## src/rtl/audio_sample_fifo.sv

```systemverilog
// audio_sample_fifo
// Stereo sample FIFO between an upstream sample-clock domain (synchronous
// strobe) and an HDMI audio packetizer. Show-ahead output, sticky overflow,
// drop-on-full. Build macro AUDIO_BLOCK_START_EN adds an IEC 60958
// block-start flag carried with every entry (192-frame block counter).
module audio_sample_fifo #(
  parameter int DEPTH = 8,
  parameter int WIDTH = 16
) (
  input  logic                      clk,
  input  logic                      rst,
  input  logic                      sampleClkIn,
  input  logic signed [WIDTH-1:0]   datInL,
  input  logic signed [WIDTH-1:0]   datInR,
  input  logic                      sampleReady,
  input  logic                      clrOvf,
  output logic                      sampleValid,
  output logic signed [WIDTH-1:0]   sampleL,
  output logic signed [WIDTH-1:0]   sampleR,
  output logic [$clog2(DEPTH):0]    level,
`ifdef AUDIO_BLOCK_START_EN
  output logic                      blockStart,
`endif
  output logic                      overflow
);

  localparam int AW = $clog2(DEPTH);
  localparam int LW = AW + 1;
  localparam logic [LW-1:0] FULL_LVL = LW'(DEPTH);

  logic [AW-1:0] wr_ptr_q, wr_ptr_d;
  logic [AW-1:0] rd_ptr_q, rd_ptr_d;
  logic [LW-1:0] level_q, level_d;
  logic          ovf_q, ovf_d;
  logic          clk_prev_q;
  logic          primed_q, primed_d;

  logic signed [WIDTH-1:0] mem_l_q [DEPTH];
  logic signed [WIDTH-1:0] mem_r_q [DEPTH];

  logic capture, pop, full, push, drop;

  // Edge detect on the sample strobe, pop/push qualification.
  always_comb begin
    capture = sampleClkIn & ~clk_prev_q;
    full    = (level_q == FULL_LVL);
    pop     = sampleValid & sampleReady;
    push    = capture & (~full | pop);
    drop    = capture & full & ~pop;
  end

  // Next-state for pointers, level, overflow and the head-read gate.
  always_comb begin
    wr_ptr_d = wr_ptr_q;
    rd_ptr_d = rd_ptr_q;
    level_d  = level_q;
    ovf_d    = ovf_q;
    primed_d = primed_q;
    if (push) begin
      wr_ptr_d = wr_ptr_q + 1'b1;
      primed_d = 1'b1;
    end
    if (pop) rd_ptr_d = rd_ptr_q + 1'b1;
    case ({push, pop})
      2'b10:   level_d = level_q + 1'b1;
      2'b01:   level_d = level_q - 1'b1;
      default: level_d = level_q;
    endcase
    // A drop in the same cycle as a clear leaves the flag set.
    if (drop)        ovf_d = 1'b1;
    else if (clrOvf) ovf_d = 1'b0;
  end

  // Control state; previous strobe resets high so a held-high strobe is not an edge.
  always_ff @(posedge clk or negedge rst) begin
    if (!rst) begin
      wr_ptr_q   <= '0;
      rd_ptr_q   <= '0;
      level_q    <= '0;
      ovf_q      <= 1'b0;
      clk_prev_q <= 1'b1;
      primed_q   <= 1'b0;
    end else begin
      wr_ptr_q   <= wr_ptr_d;
      rd_ptr_q   <= rd_ptr_d;
      level_q    <= level_d;
      ovf_q      <= ovf_d;
      clk_prev_q <= sampleClkIn;
      primed_q   <= primed_d;
    end
  end

  // Sample storage; contents are not reset, the read path is gated instead.
  always_ff @(posedge clk) begin
    if (push) begin
      mem_l_q[wr_ptr_q] <= datInL;
      mem_r_q[wr_ptr_q] <= datInR;
    end
  end

`ifdef AUDIO_BLOCK_START_EN
  logic [7:0]  frame_q, frame_d;
  logic        mem_bs_q [DEPTH];

  // Frame counter advances only on accepted pushes, wrapping 191 -> 0.
  always_comb begin
    frame_d = frame_q;
    if (push) frame_d = (frame_q == 8'd191) ? 8'd0 : frame_q + 8'd1;
  end

  // Frame counter register.
  always_ff @(posedge clk or negedge rst) begin
    if (!rst) frame_q <= 8'd0;
    else      frame_q <= frame_d;
  end

  // Block-start flag stored alongside each sample pair.
  always_ff @(posedge clk) begin
    if (push) mem_bs_q[wr_ptr_q] <= (frame_q == 8'd0);
  end

  assign blockStart = primed_q & mem_bs_q[rd_ptr_q];
`endif

  assign sampleValid = (level_q != '0);
  assign level       = level_q;
  assign overflow    = ovf_q;
  assign sampleL     = primed_q ? mem_l_q[rd_ptr_q] : '0;
  assign sampleR     = primed_q ? mem_r_q[rd_ptr_q] : '0;

endmodule

```

## config.mk

```make
export PLATFORM = sky130hd
export DESIGN_NAME = audio_sample_fifo
export DESIGN_NICKNAME = d
export VERILOG_FILES = /design/src/rtl/audio_sample_fifo.sv
export SDC_FILE = /design/constraint.sdc
export NUM_CORES = 1
export LEC_CHECK = 0
export BUFFER_PORTS_ARGS = -buffer_cell sky130_fd_sc_hd__buf_2
export CAP_MARGIN = 20
export CORE_MARGIN = 2
export CORE_UTILIZATION = 54
export DETAILED_ROUTE_END_ITERATION = 16
export PLACE_DENSITY = 0.83
export SLEW_MARGIN = 10
export SYNTH_ARGS = -nofsm -noshare
export SYNTH_HDL_FRONTEND = slang
export SYNTH_SLANG_ARGS = --single-unit
```

## constraint.sdc

```tcl
create_clock -name clk -period 4.5 [get_ports clk]
set_input_delay 0.225 -clock clk [delete_from_list [all_inputs] [get_ports clk]]
set_output_delay 0.225 -clock clk [all_outputs]
set_load 0.005 [all_outputs]
```

==> flow_metrics.tcl <==
set metrics [dict create \
    finClkSkew_ps 9.86 \
    crit_type "register to output pin" \
    vias 5619 \
    drive_above_1_share_pct 28.8 \
    cts_made_buffers 26 \
    syn_inst 580 \
    dieArea_sq_um 20700 \
    ys_warn_count 0 \
    fin_crit_ps 3040 \
    drc_errors 0 \
    dp_hpwl_microns 11800 \
    stdcell_area_sq_um 12400 \
    ant_nets 0 \
    grt_pass1_vias 5795 \
    powerDensity_nw_per_um2 575 \
    finalCritPeriodShare_pct 67.6 \
    h-tree-depth 1 \
    cts.sinks 269 \
    insertion_delay_ps 530 \
    worst_pin_slew_ps 1080 \
    die_h_microns 144 \
    routedWlPerCell_microns 21.3 \
    place_congestion 0.725 \
    max_freq_mhz 329 \
    boundaryPins 75 \
    netlist_top_cells_area "edfxtp_1, mux4_2, mux2_2" \
    yosys.area.top_type "edfxtp_1" \
    preCtsSetupSlack_ps 1940 \
    max_slew_margin_pct 27.6 \
    antenna_found_initial 0 \
    drt_iter0_drc 534 \
    ir_drop_uv 414 \
    synth_top_cell_area_share_pct 72.6 \
    grt.overflow.total 0 \
    fin_ws_ps 1460 \
    portBuffers 74 \
    max_stage_delay_ps 900 \
    required_ps 4280 \
    initial_core_util_pct 54.7 \
    rsz0062_at_grt "false" \
    core-area_sq_um 19300 \
    ys_ff_latch 269 \
    dieWidth_microns 144 \
    routed_wl_microns 20900 \
    place_area_sq_um 11300 \
    crit_arrival_ps 2810 \
    tritoncts "done" \
    cp_top_family "flip-flops" \
    cts_setup_buffers 0 \
    fill_cells 1263 \
    finalSetupViolations 0 \
    outcome "complete, no violations" \
    worst-path-buf-inv 2 \
    synth_area_per_cell_sq_um 18.2 \
    rows 51 \
    cts_resized 0 \
    cts_root_buf "clkbuf_16" \
    min_path_type "input port to register" \
    track_usage_pct 20.5 \
    maxCapViolCount 0 \
    fin_setup_tns_ps 0 \
    syn_to_final_growth_pct 17.2 \
    maxSlewViolCount 0 \
    p_leak_nw 4.22 \
    start_kind "register" \
    antenna_cells 0 \
    netlist_area_sq_um 10600 \
    nets 740 \
    grt_pass1_wl_microns 31800 \
    crit_chain "buf_4 -> mux2_2 -> o211ai_1 -> nor2_1 -> buf_2" \
    cts_max_path_buffers 3 \
    final_common_cell "edfxtp_1" \
    syn_nets 620 \
    grt_max_degree 51 \
    clk_pin_slew_ps 60 \
    seq_area_frac_synth_pct 75.7 \
    via_per_inst 5.73 \
    finalHoldViolCount 0 \
    layout_common_cells "edfxtp_1, buf_2, nor2_1, nand2_1, dlygate4sd3_1" \
    crit_path_top_delay_cell "dfrtp_4" \
    firstDrtPassIters 5 \
    p_total_mw 7.13 \
    synth.distinct_cells 39 \
    cp_max_fo 50 \
    critPathCaptureType "output pin" \
]
-- path summary, 6_finish.rpt --
| path | to | depth (start not counted) | from | slack, ps |
|---|---|---|---|---|
| hold reg to reg | primed_q | 1 | primed_q | 510 |
| min in group asynchronous | level[3] | 2 | rst | 130 |
| max in group asynchronous | clk_prev_q | 2 | rst | 4090 |
| hold / removal | rd_ptr_q[2] | 3 | sampleReady | 110 |
| setup reg to reg | mem_r_q[1][6] | 5 | level[1] | 1870 |
| setup / recovery | sampleL[15] | 5 | rd_ptr_q[2] | 1460 |
-- state kept, by name, summed over array words and instances (netlist names) --
signal      cells
mem_l_q       128
mem_r_q       128
level           4
rd_ptr_q        3
wr_ptr_q        3
clk_prev_q      1
overflow        1
primed_q        1
-- cells in the mapped netlist (all sizes together) --
cell    instances
nand2b          5
a22o            1
a211o           1
nor2           69
nor3            6
a21o            1
buf            24
a21oi           2
o311ai          1
nand3           2
inv             2
o21a            1
nor4            1
edfxtp        256
or4b            1
o21ai           2
and2            1
nor2b           1
mux2           34
ha              3
nand2          39
mux4           32
xor2            1
mux2i          32
xnor2           6
o41ai           1
o32ai           1
clkbuf          7
o211ai         31
dfstp           1
dfrtp          12
and2b           1
a32oi           1
or4             1
-- layer usage --
layer	vias to the layer above	part of all wire (%)	wire length [microns]	track usage (%)
li1	2499	-	-	-
met2	206	52	10800	36.3
met1	2871	40	8340	26.5
met4	0	2.3	477	6.30
met3	43	6.1	1280	2.98
met5	-	0	0	0
-- logic make-up after synthesis --
logic type / Yosys count / synth area share (%)
AO/OA/AOI/OAI: 43 / 3.24
XOR/XNOR: 7 / 0.579
adder cells (fa/ha/maj): 3 / 0.355
buffers and inverters: 33 / 1.63
flip-flops: 269 / 75.7
multiplexers: 98 / 13.5
AND/OR/NAND/NOR: 127 / 5.01
-- per-stage QoR --
step	hold WS, ps	utilization, %	cells
CTS	81.5	63.9	979
global route	114	64.2	981
detailed placement	127	58.3	900
finish	105	64.2	981
floorplan	-70.6	-	580
global placement	116	58.3	900
-- power breakdown --
group          total, mW  internal, mW  switching, mW
logic               1.95         0.963          0.984
clock network       1.92          1.05          0.865
registers           3.27          2.97          0.300
-- worst register-to-register path, cell delays in order (launching register included) --
cell	delay (ps)
dfrtp_1	550
or4b_4	240
o21a_1	150
nand2_1	210
nor3_2	620
buf_4	490
-- timing repair --
action,CTS,global route
endpoints found under the setup margin,0,0
hold buffers,35,0
endpoints found under the hold margin,261,0
-- cell type report --
cell class	instances	area, sq um	area share (%)
Sequential cell	269	8020	64.6
Multi-Input combinational cell	278	2440	19.7
Timing Repair Buffer	123	858	6.92
Clock buffer	30	666	5.37
Tap cell	265	332	2.67
Clock inverter	14	77.6	0.625
Inverter	2	7.51	0.0605
(Power assumes the default switching activity.)
